## src/rtl/branch_condition_comparator.sv

```systemverilog
// Branch condition comparator: evaluates one of eight MIPS branch conditions on tagged requests.
// Latency: 2 cycles from input transfer to out_valid (capture stage, then evaluate-and-register stage).
// Backpressure: outputs hold while out_valid && !out_ready; once stage 1 fills, in_ready follows out_ready.
module branch_condition_comparator #(
   parameter int WIDTH       = 32,
   parameter int TAG_WIDTH   = 4,
   parameter int COUNT_WIDTH = 16
) (
   input  logic                   clock,
   input  logic                   reset_n,
   input  logic                   in_valid,
   output logic                   in_ready,
   input  logic [WIDTH-1:0]       input_a,
   input  logic [WIDTH-1:0]       input_b,
   input  logic [2:0]             compare_mode,
   input  logic [TAG_WIDTH-1:0]   input_tag,
   output logic                   out_valid,
   input  logic                   out_ready,
   output logic                   condition_true,
   output logic [TAG_WIDTH-1:0]   output_tag,
   output logic [COUNT_WIDTH-1:0] true_count
);

   localparam logic [2:0] MODE_EQ  = 3'd0;
   localparam logic [2:0] MODE_NE  = 3'd1;
   localparam logic [2:0] MODE_LT  = 3'd2;
   localparam logic [2:0] MODE_LTU = 3'd3;
   localparam logic [2:0] MODE_GEZ = 3'd4;
   localparam logic [2:0] MODE_LTZ = 3'd5;
   localparam logic [2:0] MODE_GTZ = 3'd6;
   localparam logic [2:0] MODE_LEZ = 3'd7;

   localparam logic [COUNT_WIDTH-1:0] COUNT_MAX = {COUNT_WIDTH{1'b1}};

   logic                 stage1_valid;
   logic [WIDTH-1:0]     stage1_a;
   logic [WIDTH-1:0]     stage1_b;
   logic [2:0]           stage1_mode;
   logic [TAG_WIDTH-1:0] stage1_tag;

   logic stage2_free;
   logic in_transfer;
   logic out_transfer;
   logic a_negative;
   logic a_zero;
   logic evaluated;

   // Stage 2 can take a new entry when it is empty or its result leaves this cycle.
   assign stage2_free  = !out_valid || out_ready;
   assign in_ready     = !stage1_valid || stage2_free;
   assign in_transfer  = in_valid && in_ready;
   assign out_transfer = out_valid && out_ready;

   // Evaluate the selected condition on the stage-1 operands; B is ignored by the zero-compare modes.
   always_comb begin
      a_negative = stage1_a[WIDTH-1];
      a_zero     = (stage1_a == '0);
      evaluated  = 1'b0;
      case (stage1_mode)
         MODE_EQ:  evaluated = (stage1_a == stage1_b);
         MODE_NE:  evaluated = |(stage1_a ^ stage1_b);
         MODE_LT:  evaluated = ($signed(stage1_a) < $signed(stage1_b));
         MODE_LTU: evaluated = (stage1_a < stage1_b);
         MODE_GEZ: evaluated = !a_negative;
         MODE_LTZ: evaluated = a_negative;
         MODE_GTZ: evaluated = !a_negative && !a_zero;
         MODE_LEZ: evaluated = a_negative || a_zero;
         default:  evaluated = 1'b0;
      endcase
   end

   // Stage 1: capture the request on input transfer; empty out when it advances with nothing behind it.
   always_ff @(posedge clock) begin
      if (!reset_n) begin
         stage1_valid <= 1'b0;
      end else if (in_transfer) begin
         stage1_valid <= 1'b1;
         stage1_a     <= input_a;
         stage1_b     <= input_b;
         stage1_mode  <= compare_mode;
         stage1_tag   <= input_tag;
      end else if (stage2_free) begin
         stage1_valid <= 1'b0;
      end
   end

   // Stage 2: register the evaluated result whenever it is free; hold stable while stalled.
   always_ff @(posedge clock) begin
      if (!reset_n) begin
         out_valid      <= 1'b0;
         condition_true <= 1'b0;
         output_tag     <= '0;
      end else if (stage2_free) begin
         out_valid      <= stage1_valid;
         condition_true <= stage1_valid && evaluated;
         output_tag     <= stage1_tag;
      end
   end

   // Count delivered true results, sticking at all-ones instead of wrapping.
   always_ff @(posedge clock) begin
      if (!reset_n) begin
         true_count <= '0;
      end else if (out_transfer && condition_true && (true_count != COUNT_MAX)) begin
         true_count <= true_count + COUNT_WIDTH'(1);
      end
   end

endmodule
```

## config.mk

```make
export PLATFORM = sky130hd
export DESIGN_NAME = branch_condition_comparator
export DESIGN_NICKNAME = d
export VERILOG_FILES = /design/src/rtl/branch_condition_comparator.sv
export SDC_FILE = /design/constraint.sdc
export NUM_CORES = 1
export LEC_CHECK = 0
export CORE_ASPECT_RATIO = 0.8
export CORE_MARGIN = 1.5
export CORE_UTILIZATION = 47
export CTS_BUF_LIST = sky130_fd_sc_hd__clkbuf_4
export DETAILED_ROUTE_END_ITERATION = 8
export PLACE_DENSITY = 0.79
export SLEW_MARGIN = 20
export SYNTH_ARGS = -nofsm -noshare
export SYNTH_HDL_FRONTEND = slang
export SYNTH_SLANG_ARGS = --single-unit
```

## constraint.sdc

```tcl
create_clock -name clock -period 3.01 [get_ports clock]
set_input_delay 0.4515 -clock clock [delete_from_list [all_inputs] [get_ports clock]]
set_output_delay 0.4515 -clock clock [all_outputs]
set_load 0.1 [all_outputs]
```

==> flow_summary.toml <==
[setup_path]
cp.required_ps = 3360
worstSetupPathType = "flop to flop"
cp-startpoint = "stage1_a[23]"
start_kind = "flop"
path_max_fanout = 3
critPathArrivalTime_ps = 2610
cp-end-kind = "flop"
r2r_start = "stage1_a[23]"

[grt]
grtUsageTotal_pct = 18.32
grt_max_degree = 34
grt_pass1_vias = 2822
gr-total-overflow = 0
grt_first_pass_wirelength_um = 13050
antenna_found_initial = 0

[drt]
post_drt_wl_per_cell_um = 14.98
num_vias = 2785
postRouteWirelength_um = 8163
ant_nets = 0
drt-initial-drc-count = 96
dr.pass1.iters = 4
vias_per_cell = 5.110
drcViolationCount = 0

[synthesis]
ys_dominant_reg_cell = "edfxtp_1"
synth-seq-cells = 94
ys_seq_area_share_pct = 62.52
syn_avg_cell_area_um2 = 12.92
synth_cell_type_count = 40
netlist.area_leader.share_pct = 51.42
synth-edff-count = 71
synth_nets = 429
synthTopCellsByCount = "edfxtp_1, inv_1, ha_1"
ys.warnings.count = 0
synthArstFlopShare_pct = 0
netlist_area_um2 = 4146
synthCells = 321
synth.most_common_cell = "edfxtp_1"
yosys-top-cells-area = "edfxtp_1, dfxtp_1, ha_1"
yosys.area.top_type = "edfxtp_1"

[run]
maxCapViolations = 0

[clock_tree]
clkSlewWorstSetupHoldPaths_ps = 150
post_cts_resized = 0
htree_levels = 3
cts_tree = "built"
postCtsSetupRepairBufs = 0
clock_sink_count = 94
cts_hold_buf = 0
clk-insertion-delay-late_ps = 440
cts_made_buffers = 9
clock_tree.buffer_depth = 2
cts-root-buf = "clkbuf_4"

[timing]
relSlewSlack_pct = 64.89
worst_slack_ps = 750.7
hold_viol_final = 0
setup_viol = 0
finalClockSkew_ps = 13.29
fin_setup_tns_ps = 0
finalMaxSlewViolations = 0
grt_setup_unrepaired = "false"
worst_pin_slew_ps = 525.1
fin_crit_sh_pct = 75.06
fin_crit_ps = 2259
fmax_mhz = 442.6

[floorplan]
core_um2 = 8521
num_rows = 30
ios = 98
fp.dieW_um = 108.0
die_area_um2 = 9398
initial_core_util_pct = 48.66
die_y_um = 87.01

[hold_path]
hold_class = "flop to flop"
worstHoldStart = "true_count[1]"

[cells_and_area]
final_cells = 545
postLayoutCellArea_um2 = 5364
area_growth_pct = 29.36
layout-drive-gt1-share_pct = 11.55
fin_nets = 536
diodes = 0

[power]
seqPwrFrac_pct = 62.6
power_leakage_nw = 2.094
p_sw_share_pct = 24.82
p_total_mw = 2.349
p_comb_share_pct = 10.9
p_int_mw = 1.766
power_switching_mw = 0.5831
clkPwrFrac_pct = 26.5
vdd_drop_max_mv = 0.2287
pwr_density_cell_nw_per_um2 = 438.0

[placement]
dp_hpwl_um = 6204
port_buffers = 97
placed_cells = 529
gp_congestion = 0.8722
post-place-ws_ps = 614.2
placed_area_um2 = 5238

[status]
status = "finished, final reports clean"
[cell type report]
class | instances | area, um^2
tap | 112 | 140.1
fill | 690 | 3157
inverter | 34 | 127.6
timing repair buffer | 101 | 968.4
multi-input combinational | 188 | 1409
clock inverter | 7 | 58.81
clock buffer | 9 | 67.56
sequential | 94 | 2592
[placed cells by master (no fill, tap or decap), drive strengths merged, types with 2 or more instances in the layout]
master / instances
nor4b: 3
a21boi: 4
or3: 2
and2: 13
clkbuf: 9
or4: 2
buf: 27
ha: 33
nor4: 9
o21ai: 9
clkdlybuf4s50: 74
a31oi: 2
nor2: 6
a21oi: 13
inv: 36
clkinv: 5
nand4: 17
mux2i: 6
nand2b: 3
a21o: 3
nor2b: 7
dfxtp: 23
xnor2: 11
edfxtp: 71
nand2: 14
and4: 3
a221oi: 2
nand3: 13
and3: 5
[through the flow]
step	hold WS, ps	util (%)
after global routing	504.4	62.95
after global placement	490.6	61.47
final	520.5	62.95
after CTS	512.6	62.95
after floorplan	474.7	-
after detailed placement	500.3	61.47
[critical path, stage by stage (launching register included)]
cell      delay [ps]
edfxtp_1         450
ha_1             350
nand4_1          120
nor4_1           490
a31oi_1          220
o221a_2          310
o21ai_0          140
nand3_1           80
[kinds of logic (layout without fill, tap and decap cells)]
group,count (synthesis),count (layout),synth area share [%]
DFF,94,94,62.52
AOI/OAI and AO/OA,39,39,5.914
adders and majority gates,33,33,9.958
buffers and inverters,39,151,3.621
muxes,6,6,1.448
and+or+nand+nor,98,98,14.00
xor gates and xnor gates,12,12,2.535
[power groups by stage]
stage / sequential, mW / clock (mW) / combinational (mW)
after floorplan: 1.52 / 0 / 0.0880
after global placement: 1.50 / 0 / 0.251
after detailed placement: 1.50 / 0 / 0.258
after CTS: 1.47 / 0.648 / 0.260
after global routing: 1.48 / 0.680 / 0.281
final: 1.47 / 0.623 / 0.257
[flip-flops by register name, summed over array words and instances (netlist names)]
| register | flops |
|---|---|
| stage1_mode | 3 |
| stage1_b | 32 |
| out_valid | 1 |
| output_tag | 4 |
| stage1_valid | 1 |
| stage1_a | 32 |
| condition_true | 1 |
| stage1_tag | 4 |
| true_count | 16 |
[metal layers]
layer / track usage (%) / wire length [um] / vias to the layer above
met2: 30.55 / 3911 / 75
met4: 5.742 / 157 / 0
met1: 23.06 / 3657 / 1295
met3: 5.535 / 436 / 13
met5: 0 / 0 / -
li1: - / - / 1402
[worst paths after layout]
path | end | slack [ps] | depth (start not counted)
worst min-delay path | true_count[1] | 520 | 2
worst max register to register | condition_true | 750 | 7
worst max-delay path | condition_true | 750 | 7
worst min register to register | true_count[1] | 520 | 2
No activity file was read; power rests on OpenSTA's default activity.
